`src/rtl/nyan_audio_sequencer.sv`:
```
// Song-table sequencer with melody and bass square voices and decaying envelopes.
// Produces one 7-bit mixed sample per scanline strobe for the downstream PWM stage.
module nyan_audio_sequencer #(
    parameter int          SONG_LEN         = 288,
    parameter int          TICKS_PER_STEP   = 6,
    parameter int          MEL_DECAY_SHIFT  = 3,
    parameter int          BASS_DECAY_SHIFT = 2,
    parameter logic [63:0] NOTE_INC         = 64'h8E867F77716A645F
) (
    input  logic        clk,
    input  logic        reset,
    input  logic        sample_stb,
    input  logic        tick_stb,
    output logic [8:0]  song_addr,
    input  logic [11:0] song_data,
    output logic [8:0]  song_pos,
    output logic        beat_stb,
    output logic [6:0]  audio_sample
);

    localparam logic [8:0] POS_LAST  = 9'(SONG_LEN - 1);
    localparam logic [7:0] TICK_LAST = 8'(TICKS_PER_STEP - 1);
    localparam logic [5:0] VOL_MAX   = 6'd63;

    typedef enum logic [1:0] {
        IDLE  = 2'd0,
        FETCH = 2'd1,
        LATCH = 2'd2
    } state_t;

    state_t state;
    state_t state_next;

    logic [7:0]  tick_ctr;
    logic        pending_tick;
    logic        init_fetch;

    logic [2:0]  mel_note;
    logic [1:0]  mel_oct;
    logic [2:0]  bass_note;
    logic [1:0]  bass_oct;
    logic [5:0]  mel_vol;
    logic [5:0]  bass_vol;
    logic [12:0] mel_pha;
    logic [15:0] bass_pha;

    // Song word fields
    logic        rom_mel_trig;
    logic [1:0]  rom_mel_oct;
    logic [2:0]  rom_mel_note;
    logic        rom_bass_trig;
    logic [1:0]  rom_bass_oct;
    logic [2:0]  rom_bass_note;

    assign rom_mel_trig  = song_data[11];
    assign rom_mel_oct   = song_data[10:9];
    assign rom_mel_note  = song_data[8:6];
    assign rom_bass_trig = song_data[5];
    assign rom_bass_oct  = song_data[4:3];
    assign rom_bass_note = song_data[2:0];

    logic        do_tick;
    logic        step_adv;
    logic [8:0]  pos_next;
    logic [7:0]  mel_inc;
    logic [7:0]  bass_inc;
    logic [12:0] mel_sum;
    logic [15:0] bass_sum;
    logic        mel_bit;
    logic        bass_bit;
    logic [6:0]  mix;
    logic [5:0]  mel_vol_decayed;
    logic [5:0]  bass_vol_decayed;

    // Next-state and datapath control
    always_comb begin
        state_next = state;
        do_tick    = (state == IDLE) && (tick_stb || pending_tick);
        step_adv   = do_tick && (tick_ctr == TICK_LAST);
        pos_next   = (song_pos == POS_LAST) ? 9'd0 : song_pos + 9'd1;

        case (state)
            IDLE:    if (step_adv) state_next = FETCH;
            FETCH:   state_next = LATCH;
            LATCH:   state_next = IDLE;
            default: state_next = FETCH;
        endcase
    end

    // Oscillator, envelope and mix arithmetic
    always_comb begin
        mel_inc  = NOTE_INC[{mel_note, 3'b000} +: 8];
        bass_inc = NOTE_INC[{bass_note, 3'b000} +: 8];
        mel_sum  = mel_pha + {5'd0, mel_inc};
        bass_sum = bass_pha + {8'd0, bass_inc};

        case (mel_oct)
            2'd2:    mel_bit = mel_sum[10];
            2'd1:    mel_bit = mel_sum[11];
            default: mel_bit = mel_sum[12];
        endcase

        case (bass_oct)
            2'd3:    bass_bit = bass_sum[12];
            2'd2:    bass_bit = bass_sum[13];
            2'd1:    bass_bit = bass_sum[14];
            default: bass_bit = bass_sum[15];
        endcase

        mix = {1'b0, (mel_bit ? mel_vol : 6'd0)} + {1'b0, (bass_bit ? bass_vol : 6'd0)};

        mel_vol_decayed  = mel_vol - (mel_vol >> MEL_DECAY_SHIFT);
        bass_vol_decayed = bass_vol - (bass_vol >> BASS_DECAY_SHIFT);
    end

    always_ff @(posedge clk or posedge reset) begin
        if (reset) begin
            state <= FETCH;
        end else begin
            state <= state_next;
        end
    end

    // Step position, tick counting and deferred ticks
    always_ff @(posedge clk or posedge reset) begin
        if (reset) begin
            song_pos     <= POS_LAST;
            song_addr    <= POS_LAST;
            tick_ctr     <= 8'd0;
            pending_tick <= 1'b0;
            init_fetch   <= 1'b1;
            beat_stb     <= 1'b0;
        end else begin
            // High during the LATCH cycle of every fetch except the post-reset one
            beat_stb <= (state == FETCH) && !init_fetch;

            if (state == LATCH) begin
                init_fetch <= 1'b0;
            end

            if (state != IDLE) begin
                if (tick_stb) begin
                    pending_tick <= 1'b1;
                end
            end else begin
                pending_tick <= 1'b0;
            end

            if (do_tick) begin
                if (step_adv) begin
                    tick_ctr  <= 8'd0;
                    song_pos  <= pos_next;
                    song_addr <= pos_next;
                end else begin
                    tick_ctr <= tick_ctr + 8'd1;
                end
            end
        end
    end

    // Note latch and envelopes
    always_ff @(posedge clk or posedge reset) begin
        if (reset) begin
            mel_note  <= 3'd0;
            mel_oct   <= 2'd0;
            bass_note <= 3'd0;
            bass_oct  <= 2'd0;
            mel_vol   <= 6'd0;
            bass_vol  <= 6'd0;
        end else if (state == LATCH) begin
            mel_note  <= rom_mel_note;
            mel_oct   <= rom_mel_oct;
            bass_note <= rom_bass_note;
            bass_oct  <= rom_bass_oct;
            if (rom_mel_trig && !init_fetch) begin
                mel_vol <= VOL_MAX;
            end
            if (rom_bass_trig && !init_fetch) begin
                bass_vol <= VOL_MAX;
            end
        end else if (do_tick && !step_adv) begin
            mel_vol  <= mel_vol_decayed;
            bass_vol <= bass_vol_decayed;
        end
    end

    // Phases advance and the sample is taken from the post-add phase bits
    always_ff @(posedge clk or posedge reset) begin
        if (reset) begin
            mel_pha      <= 13'd0;
            bass_pha     <= 16'd0;
            audio_sample <= 7'd0;
        end else if (sample_stb) begin
            mel_pha      <= mel_sum;
            bass_pha     <= bass_sum;
            audio_sample <= mix;
        end
    end

endmodule

```
`config.mk`:
```
export PLATFORM = sky130hd
export DESIGN_NAME = nyan_audio_sequencer
export DESIGN_NICKNAME = d
export VERILOG_FILES = /design/src/rtl/nyan_audio_sequencer.sv
export SDC_FILE = /design/constraint.sdc
export NUM_CORES = 1
export LEC_CHECK = 0
export CELL_PAD_IN_SITES_DETAIL_PLACEMENT = 0
export CELL_PAD_IN_SITES_GLOBAL_PLACEMENT = 2
export CORE_MARGIN = 2
export CORE_UTILIZATION = 34
export DETAILED_ROUTE_END_ITERATION = 8
export PLACE_DENSITY = 0.72
export SYNTH_ARGS = -nofsm -noshare
export SYNTH_HDL_FRONTEND = slang
export SYNTH_SLANG_ARGS = --single-unit
```
`constraint.sdc`:
```
create_clock -name clk -period 4.4 [get_ports clk]
set_input_delay 0.88 -clock clk [delete_from_list [all_inputs] [get_ports clk]]
set_output_delay 0.88 -clock clk [all_outputs]
set_load 0.03 [all_outputs]
```
==> results of run 1 <==
==> area by class of cell <==
class                   count  area [um^2]  area share [%]
clock buffers              11        252.7           4.223
clock inverters             5        55.05          0.9199
inverters                  33        125.1           2.091
multi-input cells         381         2831           47.31
flip-flops and latches     80         2012           33.62
well taps                 184        230.2           3.847
repair buffers             50        478.0           7.987
==> state kept, by name (all words and copies together) (netlist names) <==
register and count:
bass_vol 6, init_fetch 1, audio_sample 7, state 2, mel_oct 2, bass_pha 16
mel_note 3, tick_ctr 8, bass_note 3, bass_oct 2, mel_vol 6, mel_pha 13
pending_tick 1, beat_stb 1, song_pos 9
==> kinds of logic after synthesis <==
kind of cell	count (synthesis)
buf+inv	52
simple gates	163
compound gates	96
mux	25
fa+ha+maj	49
flops	80
xor+xnor	48
==> routing by layer <==
metal | vias to the layer above | track usage [%] | share of wire (%)
li1 | 1854 | - | -
met3 | 9 | 3.038 | 4.1
met4 | 0 | 5.294 | 1.5
met5 | - | 0 | 0
met2 | 68 | 21.72 | 45
met1 | 1809 | 19.77 | 49
==> through the flow <==
step | hold slack [ps] | setup TNS, ps | total power [mW] | area (um^2) | worst slack, ps
2_1_floorplan | 446.4 | 0 | 3.824 | 5025 | 359.3
3_3_place_gp | 474.9 | 0 | 4.534 | 5609 | 154.0
3_5_place_dp | 479.8 | 0 | 4.566 | 5609 | 45.85
4_1_cts | 492.1 | 0 | 5.369 | 5917 | 24.16
5_1_grt | 498.4 | -17.66 | 5.970 | 5984 | -17.66
6_report | 485.0 | 0 | 5.418 | 5984 | 249.3
==> what timing repair did <==
action / CTS / global route
hold buffers: 0 / 0
resized for setup: 0 / 14
setup buffers: 0 / 2
setup endpoints to repair: 0 / 4
==> worst reg2reg max path: stages (launching register included) <==
cell,delay [ps]
dfrtp_1,390
inv_1,90
ha_1,190
or3_1,430
a21boi_0,160
ha_1,340
nand2_1,130
nor4_4,380
o21ai_0,160
mux2i_1,140
a311o_1,300
nor2_2,170
ha_1,240
a21o_1,190
a21oi_2,150
o21bai_1,70
a21oi_1,180
xnor2_1,80
mux2_2,260
==> layout by cell type, fill, tap and decap left out, types with 6 or more instances in the layout <==
master and n:
a21oi_1 29, mux2_2 20, nand4_1 10, clkdlybuf4s50_1 41, dfrtp_1 72, xnor2_1 37, nand2_1 51, dfstp_2 8
clkbuf_16 9, nand3_1 16, buf_4 9, a21o_1 6, xor2_1 11, ha_1 43, inv_1 32, a31oi_1 7
o21ai_0 23, nor2_1 35, nor3_1 13
==> worst paths after layout <==
| kind | cells past startpoint | from | slack (ps) | endpoint |
|---|---|---|---|---|
| max | 18 | bass_note[1]$_DFFE_PP0P_ | 250 | audio_sample[5]$_DFFE_PP0P_ |
| min | 1 | mel_pha[12]$_DFFE_PP0P_ | 480 | mel_pha[12]$_DFFE_PP0P_ |
| max reg2reg | 18 | bass_note[1]$_DFFE_PP0P_ | 250 | audio_sample[5]$_DFFE_PP0P_ |
| min reg2reg | 1 | mel_pha[12]$_DFFE_PP0P_ | 480 | mel_pha[12]$_DFFE_PP0P_ |
| max in group asynchronous | 3 | reset | 2890 | bass_pha[7]$_DFFE_PP0P_ |
| min in group asynchronous | 3 | reset | 930 | state[1]$_DFFE_PP0P_ |
==> power groups by stage <==
stage / Sequential, mW / Combinational (mW) / Clock [mW]
after floorplan: 1.39 / 2.44 / 0
after global placement: 1.37 / 3.16 / 0
after detailed placement: 1.38 / 3.19 / 0
after CTS: 1.37 / 3.20 / 0.799
after global routing: 1.42 / 3.72 / 0.831
final: 1.37 / 3.28 / 0.770
==> summary.md, run 1 <==
| Metric | Value |
|---|---|
| Clk pwr share | `14.2%` |
| CP Capture Type | `flip-flop` |
| Worst-Margin Slew | `995.0 ps` |
| Seq/Total Area, Yosys | `40.04%` |
| Final Max Tran Viols | `0` |
| First-pass GRT wire length | `18080 um` |
| Post-synth EDFFs | `0` |
| FF+latch count, synth | `80` |
| Critical path class | `reg -> reg` |
| PwrDens | `905.3 mW/mm^2` |
| Largest cells by area after synthesis | `dfrtp_1 (36%), ha_1 (11%), xnor2_1 (6.4%)` |
| MaxCap Viol Count | `0` |
| Worst-path clk slew | `60 ps` |
| Ratio of final minimum period to clock period | `94.33%` |
| CP Max Fanout | `4` |
| First DRT Iteration DRCs | `156` |
| Clock Skew | `4.807 ps` |
| Die Span Y | `125.6 um` |
| Peak VDD IR | `0.0003140 V` |
| Initial core utilization | `34.70%` |
| Final hold violations | `0` |
| Synth Area in Compound Gates | `12.60%` |
| Final setup fails | `0` |
| Switching power | `2.343 mW` |
| Required @ worst endpoint | `4630 ps` |
| Synth cell count leaders | `dfrtp_1 (72), nand2_1 (51), ha_1 (44), nor2_1 (37), xnor2_1 (37)` |
| Switching Share | `43.24%` |
| Status | `completed` |
| Maximum clock frequency | `0.2409 GHz` |
| Slew HR | `33.15%` |
| Vias in the first global route | `3654` |
| Int Pwr | `3.075 mW` |
| DIE AREA | `0.01577 mm^2` |
| Clock Latency Late Sink | `340 ps` |
| Largest family of logic cells by synthesized area | `simple AND/OR/NAND/NOR gates` |
| Die X | `125.6 um` |
| Share of post-route cells with drive strength above 1 | `13.57%` |
| Logic pwr share | `60.6%` |
| Leading area contributor after synthesis | `dfrtp_1` |
| Post-route insts no fill | `744` |
| Core ar. | `0.01448 mm^2` |
| Sequential power share | `25.2%` |
| Ys async rst share | `100.0%` |
| Via count | `3740` |
| Leakage | `2.592 nW` |
| Synthesized net count | `578` |
| DP HPWL | `7842 um` |
| Mapped cell area | `0.005025 mm^2` |
| Crit path max-delay cell type | `or3_1` |
| Io pins | `42` |
| CP Launch Type | `flip-flop` |
| Fillcell total | `1443` |
| Final Net Count | `620` |
| Mean area per synthesized cell | `9.795 um^2` |
| DP Cell Count | `726` |
| Bufs on Longest Clock Path | `2` |
| CP Buf/Inv Count | `1` |
| Util after Layout | `41.33%` |
| Root Driver | `clkbuf_16` |
| Post-Synth Simple-Gate Area | `15.91%` |
| Initial antenna violation count | `0` |
| Routed len/inst | `14.18 um` |
| Post-synthesis cell count | `513` |
| H-tree depth | `3` |
| DRC violations left | `0` |
| CP delay by family, top | `compound AO/OA/AOI/OAI gates` |
| Post-synth top area share | `35.86%` |
| GRT Total Usage | `14.20%` |
| Final wirelength | `10550 um` |
| DRT Pass-1 Iters | `4` |
| Rows | `44` |
| # clock sinks | `80` |
| Vias per inst | `5.027` |
| CTS tree | `done` |
| Crit path largest cell delay | `430 ps` |
| Tmin final | `4151 ps` |
| Clock buffer count from CTS | `9` |
| Area grow syn2layout | `19.10%` |
| Hold crit path type | `reg -> reg` |
| Count leader, synth | `dfrtp_1` |
| Diode count | `0` |
| Top FF cell, synth | `dfrtp_1` |
| Largest net degree at the start of global routing | `53` |
| Port Buffer Count | `41` |
| Critical Path, Cell by Cell | `inv_1 > ha_1 > or3_1 > a21boi_0 > ha_1 > nand2_1 > nor4_4 > o21ai_0 > mux2i_1 > a311o_1 > nor2_2 > ha_1 > a21o_1 > a21oi_2 > o21bai_1 > a21oi_1 > xnor2_1 > mux2_2` |
| Antenna Nets Post-Route | `0` |
| Netlist cell types | `53` |
| RePlAce Congestion | `0.7793` |
| Most used cell, CP | `ha_1` |
| Gr ovfl total | `0` |
| Adder-cell share of the synthesized area | `12.95%` |
| Crit path DAT | `4380 ps` |
| Post-synthesis xor/xnor area fraction | `8.367%` |
| Yosys warning total | `0` |
| Multiplexer area fraction after synthesis | `5.478%` |
Power figures use the tool's default switching activity.
==> inputs of run 2 (changes only) <==
Settings changed: CORE_ASPECT_RATIO set to 0.9.
==> run 2 against run 1 <==
Power is 0.92% higher. Largest power group unchanged. Sequential share of layout area down 0.17 points. Sequential power about the same. Wire length increased by 2.0%. Clock power rose by 6.0%. Non-clock buffer count grew 1.
==> summary.md, run 2 (synthesis gave the netlist of run 1 again) <==
| Metric | Value |
|---|---|
| Status | `completed` |
| Clock Skew | `5.906 ps (+1.099 ps)` |
| CP delay by family, top | `compound AO/OA/AOI/OAI gates` |
| Post-route cell area | `0.006015 mm^2 (+0.50%)` |
| Switching Share | `43.25% (about the same)` |
| CP Buf/Inv Count | `3 (+2)` |
| Largest net degree at the start of global routing | `37 (-30%)` |
| Clock Latency Late Sink | `340 ps (about the same)` |
| Via count | `3689 (-1.4%)` |
| Crit path DAT | `4360 ps (-20 ps)` |
| DP Area | `0.005634 mm^2 (+0.45%)` |
| First DRT Iteration DRCs | `161 (+3.2%)` |
| Root Driver | `clkbuf_16` |
| Logic pwr share | `60.1% (-0.5 points)` |
| Post-route insts no fill | `759 (+2.0%)` |
| Bufs on Longest Clock Path | `2 (unchanged)` |
| GRT Total Usage | `14.82% (+0.63 points)` |
| DRC violations left | `0 (unchanged)` |
| Maximum clock frequency | `0.2422 GHz (+0.52%)` |
| Final Net Count | `621 (+0.16%)` |
| GR Layer Usage met3 | `4.385% (+1.3 points)` |
| Initial antenna violation count | `0 (unchanged)` |
| Slew HR | `30.11% (-3.0 points)` |
| CP Max Fanout | `4 (unchanged)` |
| Rows | `42 (-4.5%)` |
| Worst-Margin Slew | `1040 ps (+45.36 ps)` |
| H-tree depth | `3 (unchanged)` |
| Final wirelength | `10760 um (+2.0%)` |
| PwrDens | `909.0 mW/mm^2 (+0.41%)` |
| Most common cell after layout, fill and taps aside | `dfrtp_1` |
| Largest Register | `bass_pha` |
| CP Capture Type | `flip-flop` |
| # clock sinks | `80 (unchanged)` |
| Largest regs | `bass_pha x16, mel_pha x13, song_pos x9` |
| Routed len/inst | `14.18 um (about the same)` |
| Crit path largest cell delay | `410 ps (-20 ps)` |
| Crit path max-delay cell type | `fa_1` |
| Int Pwr | `3.103 mW (+0.90%)` |
| Vias in the first global route | `3731 (+2.1%)` |
| Switching power | `2.365 mW (+0.94%)` |
| Peak VDD IR | `0.0003020 V (-3.8%)` |
| Area grow syn2layout | `19.70%` |
| DIE AREA | `0.01577 mm^2 (about the same)` |
| Gr ovfl total | `0 (unchanged)` |
| Clk pwr share | `14.9% (+0.7 points)` |
| Largest register FFs | `16 (unchanged)` |
| Required @ worst endpoint | `4630 ps (about the same)` |
| CP Launch Type | `flip-flop` |
| Hold crit path type | `reg -> reg` |
| Busiest grt layer | `met2` |
| DP HPWL | `7859 um (+0.22%)` |
| CTS tree | `done` |
| Critical Path, Cell by Cell | `inv_1 > ha_1 > a21oi_2 > ha_2 > inv_1 > fa_1 > nor2b_2 > o31ai_2 > a211oi_2 > xor2_1 > a221oi_2 > buf_4 > nor3b_1 > ha_1 > a21oi_2 > o21bai_1 > a21oi_1 > xnor2_1 > mux2_2` |
| First-pass GRT wire length | `18650 um (+3.2%)` |
| MaxCap Viol Count | `0 (unchanged)` |
| Clock buffer count from CTS | `9 (unchanged)` |
| Final Max Tran Viols | `0 (unchanged)` |
| DRT Pass-1 Iters | `4 (unchanged)` |
| Hold Slack | `485.6 ps (+0.6070 ps)` |
| Core ar. | `0.01456 mm^2 (+0.54%)` |
| CTS Hold Bufs | `0 (unchanged)` |
| Sequential power share | `24.9% (-0.3 points)` |
| Met1 Usage GRT | `19.40% (-0.37 points)` |
| Final setup fails | `0 (unchanged)` |
| Tmin final | `4129 ps (-21.36 ps)` |
| Worst-path clk slew | `60 ps (about the same)` |
| Setup ws final | `270.7 ps (+21.36 ps)` |
| Leakage | `2.613 nW (+0.83%)` |
| M2 GR Usage | `23.60% (+1.9 points)` |
| DP Cell Count | `741 (+2.1%)` |
| Diode count | `0 (unchanged)` |
| Pre-CTS worst setup slack | `58.47 ps (+12.62 ps)` |
| Critical path class | `reg -> reg` |
| Port Buffer Count | `41 (unchanged)` |
| Die Span Y | `119.3 um (-5.0%)` |
| Die X | `132.1 um (+5.2%)` |
| Ratio of final minimum period to clock period | `93.85% (-0.49 points)` |
| Share of post-route cells with drive strength above 1 | `13.55% (-0.024 points)` |
| Antenna Nets Post-Route | `0 (unchanged)` |
| Most frequent cells in the layout | `dfrtp_1 (72), nand2_1 (51), ha_1 (43)` |
| Io pins | `42 (unchanged)` |
| RePlAce Congestion | `0.7954 (+2.1%)` |
| Initial core utilization | `34.52% (-0.18 points)` |
| Vias per inst | `4.860 (-3.3%)` |
| Final hold violations | `0 (unchanged)` |
==> run 2: per-stage QoR <==
stage / utilization (%) / TNS [ps] / power (mW)
2_1_floorplan: - / 0 / 3.824
3_3_place_gp: 38.71 / 0 / 4.540
3_5_place_dp: 38.71 / 0 / 4.591
4_1_cts: 40.91 / 0 / 5.445
5_1_grt: 41.32 / -19.05 / 6.031
6_report: 41.32 / 0 / 5.467
==> run 2: cell type report <==
| class | instances | area, um^2 |
|---|---|---|
| fill | 1418 | 8542 |
| multi-input combinational | 381 | 2824 |
| sequential | 80 | 2012 |
| timing repair buffer | 51 | 485.5 |
| tap | 198 | 247.7 |
| clock buffer | 10 | 229.0 |
| inverter | 33 | 125.1 |
| clock inverter | 6 | 91.34 |
==> run 2: worst paths after layout <==
path	start	endpoint	slack, ps	cells after the start
hold / removal	tick_ctr[7]$_DFFE_PP0P_	tick_ctr[7]$_DFFE_PP0P_	490	1
setup reg to reg	mel_note[1]$_DFFE_PP0P_	audio_sample[5]$_DFFE_PP0P_	270	19
setup / recovery	mel_note[1]$_DFFE_PP0P_	audio_sample[5]$_DFFE_PP0P_	270	19
max in group asynchronous	reset	song_pos[4]$_DFFE_PP1P_	2650	3
min in group asynchronous	reset	audio_sample[0]$_DFFE_PP0P_	930	2
hold reg to reg	tick_ctr[7]$_DFFE_PP0P_	tick_ctr[7]$_DFFE_PP0P_	490	1
==> run 2: repair_timing <==
item	in CTS	in global routing
buffers inserted	0	2
resized for setup	0	13
endpoints found under the setup margin	0	4
==> run 2: per-layer routing <==
layer	vias up	wire length [um]
met5	-	0
met4	0	151
met3	14	334
met2	36	4917
met1	1775	5356
li1	1864	-
==> run 2: power by group through the flow <==
| stage | sequential [mW] | clock, mW | combinational [mW] |
|---|---|---|---|
| CTS | 1.37 | 0.849 | 3.23 |
| finish | 1.36 | 0.816 | 3.29 |
| detailed placement | 1.38 | 0 | 3.21 |
| floorplan | 1.39 | 0 | 2.44 |
| global placement | 1.37 | 0 | 3.17 |
| global route | 1.42 | 0.886 | 3.73 |
==> inputs of run 3 (changes only) <==
Settings changed: GPL_ROUTABILITY_DRIVEN set to 0, SLEW_MARGIN set to 20.
==> results of run 3 <==
The final DEF is identical to that of run 2; final timing and power are the same.
